--- config.mk ---
export PLATFORM = sky130hd
export DESIGN_NAME = manual_step_clock
export DESIGN_NICKNAME = d
export VERILOG_FILES = /design/src/rtl/manual_step_clock.sv
export SDC_FILE = /design/constraint.sdc
export NUM_CORES = 1
export LEC_CHECK = 0
export BUFFER_PORTS_ARGS = -buffer_cell sky130_fd_sc_hd__buf_2
export CORE_MARGIN = 5
export CORE_UTILIZATION = 62
export DETAILED_ROUTE_END_ITERATION = 10
export GPL_TIMING_DRIVEN = 0
export HOLD_SLACK_MARGIN = 0.1
export PLACE_DENSITY_LB_ADDON = 0.3
export SYNTH_ARGS = -nofsm -noshare
export SYNTH_HDL_FRONTEND = slang
export SYNTH_SLANG_ARGS = --single-unit
--- constraint.sdc ---
create_clock -name clock -period 3.9 [get_ports clock]
set_input_delay 0.195 -clock clock [delete_from_list [all_inputs] [get_ports clock]]
set_output_delay 0.195 -clock clock [all_outputs]
set_load 0.02 [all_outputs]
--- src/rtl/manual_step_clock.sv ---
`default_nettype none
// ============================================================================
//  Module      : manual_step_clock
//  Description : Debounced single-step clock for the CPU clock multiplexer's
//                secondary input. While the current opcode is IN, OUT or HLT
//                an operator press on the board push-button is synchronized,
//                debounced and turned into one clean manual_clock pulse of
//                HIGH_CYCLES cycles.
//                Optional macro STEP_AUTOREPEAT_EN: a held button re-steps
//                every REPEAT_CYCLES cycles while the opcode stays armed.
//  Revision    : 1.0 - initial release
// ============================================================================
module manual_step_clock #(
    parameter int DEBOUNCE_CYCLES   = 50000,
    parameter int HIGH_CYCLES       = 4,
    parameter int COUNT_WIDTH       = 20,
    parameter int BUTTON_ACTIVE_LOW = 1,
    parameter int REPEAT_CYCLES     = 500000
) (
    input  logic       clock,
    input  logic       reset,
    input  logic       button,
    input  logic [5:0] operation,
    output logic       manual_clock,
    output logic       step_pulse,
    output logic       busy,
    output logic [7:0] step_count
);

    typedef enum logic [2:0] {
        S_IDLE         = 3'd0,
        S_PRESS_WAIT   = 3'd1,
        S_HIGH         = 3'd2,
        S_HELD         = 3'd3,
        S_RELEASE_WAIT = 3'd4
    } state_t;

    localparam logic [5:0] C_OP_IN  = 6'b011101;
    localparam logic [5:0] C_OP_OUT = 6'b100000;
    localparam logic [5:0] C_OP_HLT = 6'b011100;

    localparam logic [COUNT_WIDTH-1:0] C_DEBOUNCE_LAST = COUNT_WIDTH'(DEBOUNCE_CYCLES - 1);
    localparam logic [COUNT_WIDTH-1:0] C_HIGH_LAST     = COUNT_WIDTH'(HIGH_CYCLES - 1);
    localparam logic [COUNT_WIDTH-1:0] C_COUNT_ONE     = COUNT_WIDTH'(1);
`ifdef STEP_AUTOREPEAT_EN
    localparam logic [COUNT_WIDTH-1:0] C_REPEAT_LAST   = COUNT_WIDTH'(REPEAT_CYCLES - 1);
`endif

    // Largest terminal count the shared counter must reach in any build.
    localparam int C_MAX_A      = (DEBOUNCE_CYCLES > HIGH_CYCLES) ? DEBOUNCE_CYCLES : HIGH_CYCLES;
    localparam int C_MAX_CYCLES = (C_MAX_A > REPEAT_CYCLES) ? C_MAX_A : REPEAT_CYCLES;

    // Refuse to elaborate with a counter too narrow for its terminal values.
    generate
        if (C_MAX_CYCLES > (1 << COUNT_WIDTH)) begin : g_count_width_check
            $error("manual_step_clock: COUNT_WIDTH too small for cycle parameters");
        end
    endgenerate

    state_t                  state_q,        state_d;
    logic [COUNT_WIDTH-1:0]  counter_q,      counter_d;
    logic [1:0]              sync_q,         sync_d;
    logic                    manual_clock_q, manual_clock_d;
    logic                    step_pulse_q,   step_pulse_d;
    logic [7:0]              step_count_q,   step_count_d;
    logic                    ignore_q,       ignore_d;

    logic w_btn_norm;
    logic w_btn_s;
    logic w_armed;

    // Normalize polarity so 1 always means pressed, then feed the synchronizer.
    always_comb begin
        w_btn_norm = (BUTTON_ACTIVE_LOW != 0) ? ~button : button;
        sync_d     = {sync_q[0], w_btn_norm};
        w_btn_s    = sync_q[1];
        w_armed    = (operation == C_OP_IN) || (operation == C_OP_OUT) ||
                     (operation == C_OP_HLT);
    end

    // Step sequencer: debounce press, emit pulse, wait for debounced release.
    always_comb begin
        state_d        = state_q;
        counter_d      = counter_q;
        manual_clock_d = manual_clock_q;
        step_pulse_d   = 1'b0;
        step_count_d   = step_count_q;
        ignore_d       = ignore_q;

        unique case (state_q)
            S_IDLE: begin
                // A press seen while not armed is latched as "ignore" until the
                // button is released, so arming mid-hold cannot trigger a step.
                if (!w_btn_s) begin
                    ignore_d = 1'b0;
                end else if (!w_armed) begin
                    ignore_d = 1'b1;
                end else if (!ignore_q) begin
                    state_d   = S_PRESS_WAIT;
                    counter_d = '0;
                end
            end

            S_PRESS_WAIT: begin
                if (!w_btn_s) begin
                    state_d   = S_IDLE;
                    counter_d = '0;
                end else if (counter_q == C_DEBOUNCE_LAST) begin
                    state_d        = S_HIGH;
                    counter_d      = '0;
                    manual_clock_d = 1'b1;
                    step_pulse_d   = 1'b1;
                    step_count_d   = step_count_q + 8'd1;
                end else begin
                    counter_d = counter_q + C_COUNT_ONE;
                end
            end

            S_HIGH: begin
                manual_clock_d = 1'b1;
                if (counter_q == C_HIGH_LAST) begin
                    state_d        = S_HELD;
                    counter_d      = '0;
                    manual_clock_d = 1'b0;
                end else begin
                    counter_d = counter_q + C_COUNT_ONE;
                end
            end

            S_HELD: begin
                if (!w_btn_s) begin
                    state_d   = S_RELEASE_WAIT;
                    counter_d = '0;
                end
`ifdef STEP_AUTOREPEAT_EN
                else if (counter_q == C_REPEAT_LAST) begin
                    counter_d = '0;
                    if (w_armed) begin
                        state_d        = S_HIGH;
                        manual_clock_d = 1'b1;
                        step_pulse_d   = 1'b1;
                        step_count_d   = step_count_q + 8'd1;
                    end
                end else begin
                    counter_d = counter_q + C_COUNT_ONE;
                end
`endif
            end

            S_RELEASE_WAIT: begin
                if (w_btn_s) begin
                    state_d   = S_HELD;
                    counter_d = '0;
                end else if (counter_q == C_DEBOUNCE_LAST) begin
                    state_d   = S_IDLE;
                    counter_d = '0;
                end else begin
                    counter_d = counter_q + C_COUNT_ONE;
                end
            end

            default: begin
                state_d        = S_IDLE;
                counter_d      = '0;
                manual_clock_d = 1'b0;
            end
        endcase
    end

    // State, counter, synchronizer and output registers; async active-low reset.
    always_ff @(posedge clock or negedge reset) begin
        if (!reset) begin
            state_q        <= S_IDLE;
            counter_q      <= '0;
            sync_q         <= 2'b00;
            manual_clock_q <= 1'b0;
            step_pulse_q   <= 1'b0;
            step_count_q   <= 8'd0;
            ignore_q       <= 1'b0;
        end else begin
            state_q        <= state_d;
            counter_q      <= counter_d;
            sync_q         <= sync_d;
            manual_clock_q <= manual_clock_d;
            step_pulse_q   <= step_pulse_d;
            step_count_q   <= step_count_d;
            ignore_q       <= ignore_d;
        end
    end

    assign manual_clock = manual_clock_q;
    assign step_pulse   = step_pulse_q;
    assign busy         = (state_q != S_IDLE);
    assign step_count   = step_count_q;

endmodule
`default_nettype wire

==> impl_metrics.ini <==
[yosys]
synth_edf_count = 0
yosys_warnings = 0
synthTopCellsByArea = dfrtp_1 (46%), a21oi_1 (5.4%), o31ai_1 (4.2%), or4_1 (3.9%), nand3_1 (3.3%)
synthXorXnorAreaFrac_pct = 3.151
async_reset_ff_share_pct = 100.0
syn_area_per_cell_sq_um = 9.632
synth-simple-area-share_pct = 25.40
synth-compound-area-share_pct = 18.26
syn_inst = 202
ys_seq_area_share_pct = 46.30
synth-seq-cells = 36
synth_ff_type = dfrtp_1
synth_top_area_share_pct = 46.30
synth.distinct_cells = 41
synth_nets = 213
synth_area_sq_mm = 0.001946
synth_top_family_by_area = simple AND/OR/NAND/NOR gates
synth.area.mux_share_pct = 2.251
yosys.area.top_type = dfrtp_1
yosys.area_share.adder_pct = 1.286

[timing]
worstMarginPinSlew_ns = 0.8546
max_slew_margin_pct = 42.55
fin_tns_setup_ns = 0
slew_violations = 0
finalCriticalPeriod_ns = 2.629
timing.hold.ws_ns = 0.2244
fin_worst_skew_ns = 0.008203
hold_viol_final = 0
finalSetupViolations = 0
fmax_ghz = 0.3803
rsz0062_at_grt = false
timing.final.crit_share_pct = 67.42

[global_routing]
grt_start_max_net_pins = 37
grt_first_pass_wirelength_microns = 7521
antenna_found_initial = 0
grt.total_usage_pct = 23.09
grt_pass1_vias = 1658
gr-total-overflow = 0

[routing]
drtIter0Drc = 161
avgViaCountPerCell = 6.262
wl_per_cell_microns = 15.64
ant_nets = 0
vias = 1722
route.detailed.drc = 0
drt_pass1_iterations = 4
wl_microns = 4300

[floorplan]
floorplan.initialDensity_pct = 64.26
die_w_microns = 66.02
die-area_sq_mm = 0.004359
die_h_microns = 66.02
placement_rows = 20
coreArea_sq_mm = 0.003028
ios = 20

[cts]
post_cts.repair.setup_buffers = 0
htreeDepth = 2
cts_buffers = 5
clock-root-buffer = clkbuf_4
clk_pin_slew_ns = 0.12
clock_path_buffers = 2
ctsHoldBuffers = 2
cts.sinks = 36
clk_latency_ns = 0.36
cts_resized = 0
cts_tree = yes

[pwr]
leakagePower_nw = 0.9636
p_per_area_mw_per_mm2 = 535.2
power_w = 0.001165
ir_drop_mv = 0.4924

[worst_hold_path]
worstHoldPathCells = 4
hp-start = operation[4]
min_path_type = input pin to flip-flop
min_to = ignore_q

[worst_setup_path]
path_cells = clkbuf_1 -> nand3_1 -> o31ai_1 -> a32o_1 -> clkbuf_1 -> clkbuf_1 -> nor4_1 -> o21bai_1
rr_startpoint = state_q[0]
crit_arrival_ns = 2.87
r2r_slack_ns = 1.27
crit_fanout = 10
crit_slowest_cell = clkbuf_1
reg2regPathDepth = 8
required_ns = 4.15
crit_path_frequent_cell = clkbuf_1
worstSetupStartpointType = flip-flop
critPathCaptureType = flip-flop
path_class = flip-flop to flip-flop
cp_top_family = buffers and inverters
crit_buf_inv = 3
cp_num_cells = 8
worstReg2RegEnd = state_q[2]
slowest_delay_ns = 0.46

[final_layout]
drive_above_1_share_pct = 16.02
fillers = 224
stdcell_count = 275
nets = 241
antenna_cells = 0
area_delta_synth_final_pct = 11.90

[outcome]
status = complete, no violations

[placement]
dpl.cell_count = 265
io_buffers = 19
routabilityCongestion = 0.8637
dpl.hpwl_microns = 3086

[flow_run]
cap_viol_max_count = 0
## worst max-delay path by stage
stage            startpoint             to  slack (ns)
2_1_floorplan  counter_q[9]     state_q[0]        1.55
3_3_place_gp   counter_q[8]     state_q[0]        1.36
3_5_place_dp   counter_q[8]     state_q[0]        1.29
4_1_cts        counter_q[8]     state_q[0]        1.27
5_1_grt          state_q[0]  counter_q[11]        1.10
6_report         state_q[0]     state_q[2]        1.27
## flip-flops by register name, summed over array words and instances, names as in the netlist
register,cells
counter_q,20
step_count,8
step_pulse,1
state_q,3
sync_q,2
ignore_q,1
manual_clock,1
## per-stage QoR
| step | area, sq um | util (%) | setup WS, ns |
|---|---|---|---|
| finish | 2177 | 71.90 | 1.271 |
| global route | 2177 | 71.90 | 1.099 |
| CTS | 2177 | 71.90 | 1.270 |
| detailed placement | 2096 | 69.21 | 1.294 |
| global placement | 2096 | 69.21 | 1.356 |
| floorplan | 1946 | - | 1.554 |
## area by class of cell
type	count	area, sq um	share of cell area (%)
Multi-Input combinational cell	150	979.7	45.00
Sequential cell	36	900.9	41.38
Timing Repair Buffer	21	115.1	5.287
Tap cell	44	55.05	2.529
Clock buffer	5	37.54	1.724
Inverter	9	33.78	1.552
Buffer	7	31.28	1.437
Clock inverter	3	23.77	1.092
## report_power, final
part / leakage (nW) / internal [W] / total (W) / switching [W]
combinational: 0.450 / 0.000160 / 0.000495 / 0.000335
clock: 0.0274 / 0.0000708 / 0.000212 / 0.000141
sequential: 0.486 / 0.000417 / 0.000459 / 0.0000415
## cells in the final DEF, fill, tap and decap left out, types with 2 or more instances in the layout
cell           count
dfrtp_1           36
a21oi_1           21
buf_2             20
nand2_1           14
nand3_1           13
o31ai_1           11
or4_1             10
inv_1              9
and3_1             8
nand4_1            7
nor2_1             7
and2_1             6
o21ai_0            6
xnor2_1            6
nor3_1             5
clkbuf_1           5
or3_1              5
clkbuf_4           5
nor4_1             3
a221o_1            3
nor2b_1            2
a32o_1             2
mux2_2             2
ha_1               2
clkinvlp_4         2
dlygate4sd3_1      2
## routing by layer
layer / wire, microns / track usage [%] / vias up / part of all wire [%]
met5: 0 / 0 / - / 0
met4: 84 / 8.376 / 0 / 2.0
met3: 187 / 6.122 / 9 / 4.3
met2: 2123 / 39.42 / 47 / 49
met1: 1905 / 27.94 / 845 / 44
li1: - / - / 821 / -
## synthesized netlist by cell type, types with 7 or more instances
| library cell | instances |
|---|---|
| dfrtp_1 | 36 |
| nor2_1 | 7 |
| or4_1 | 10 |
| inv_1 | 9 |
| a21oi_1 | 21 |
| and3_1 | 8 |
| nand2_1 | 14 |
| o31ai_1 | 11 |
| nand4_1 | 7 |
| nand3_1 | 13 |
## worst register-to-register path, cell delays in order (launching register included)
cell and delay, ns:
dfrtp_1 0.38, clkbuf_1 0.34, nand3_1 0.13, o31ai_1 0.12
a32o_1 0.43, clkbuf_1 0.35, clkbuf_1 0.46, nor4_1 0.12
o21bai_1 0.19
## cell families (layout without fill, tap and decap cells)
group,count (synthesis),after routing
fa+ha+maj,2,2
buf+inv,16,45
simple gates,85,85
compound gates,52,52
flops,36,36
xor+xnor,7,7
mux,4,4
Note: power is estimated with default switching activity, not from simulation.
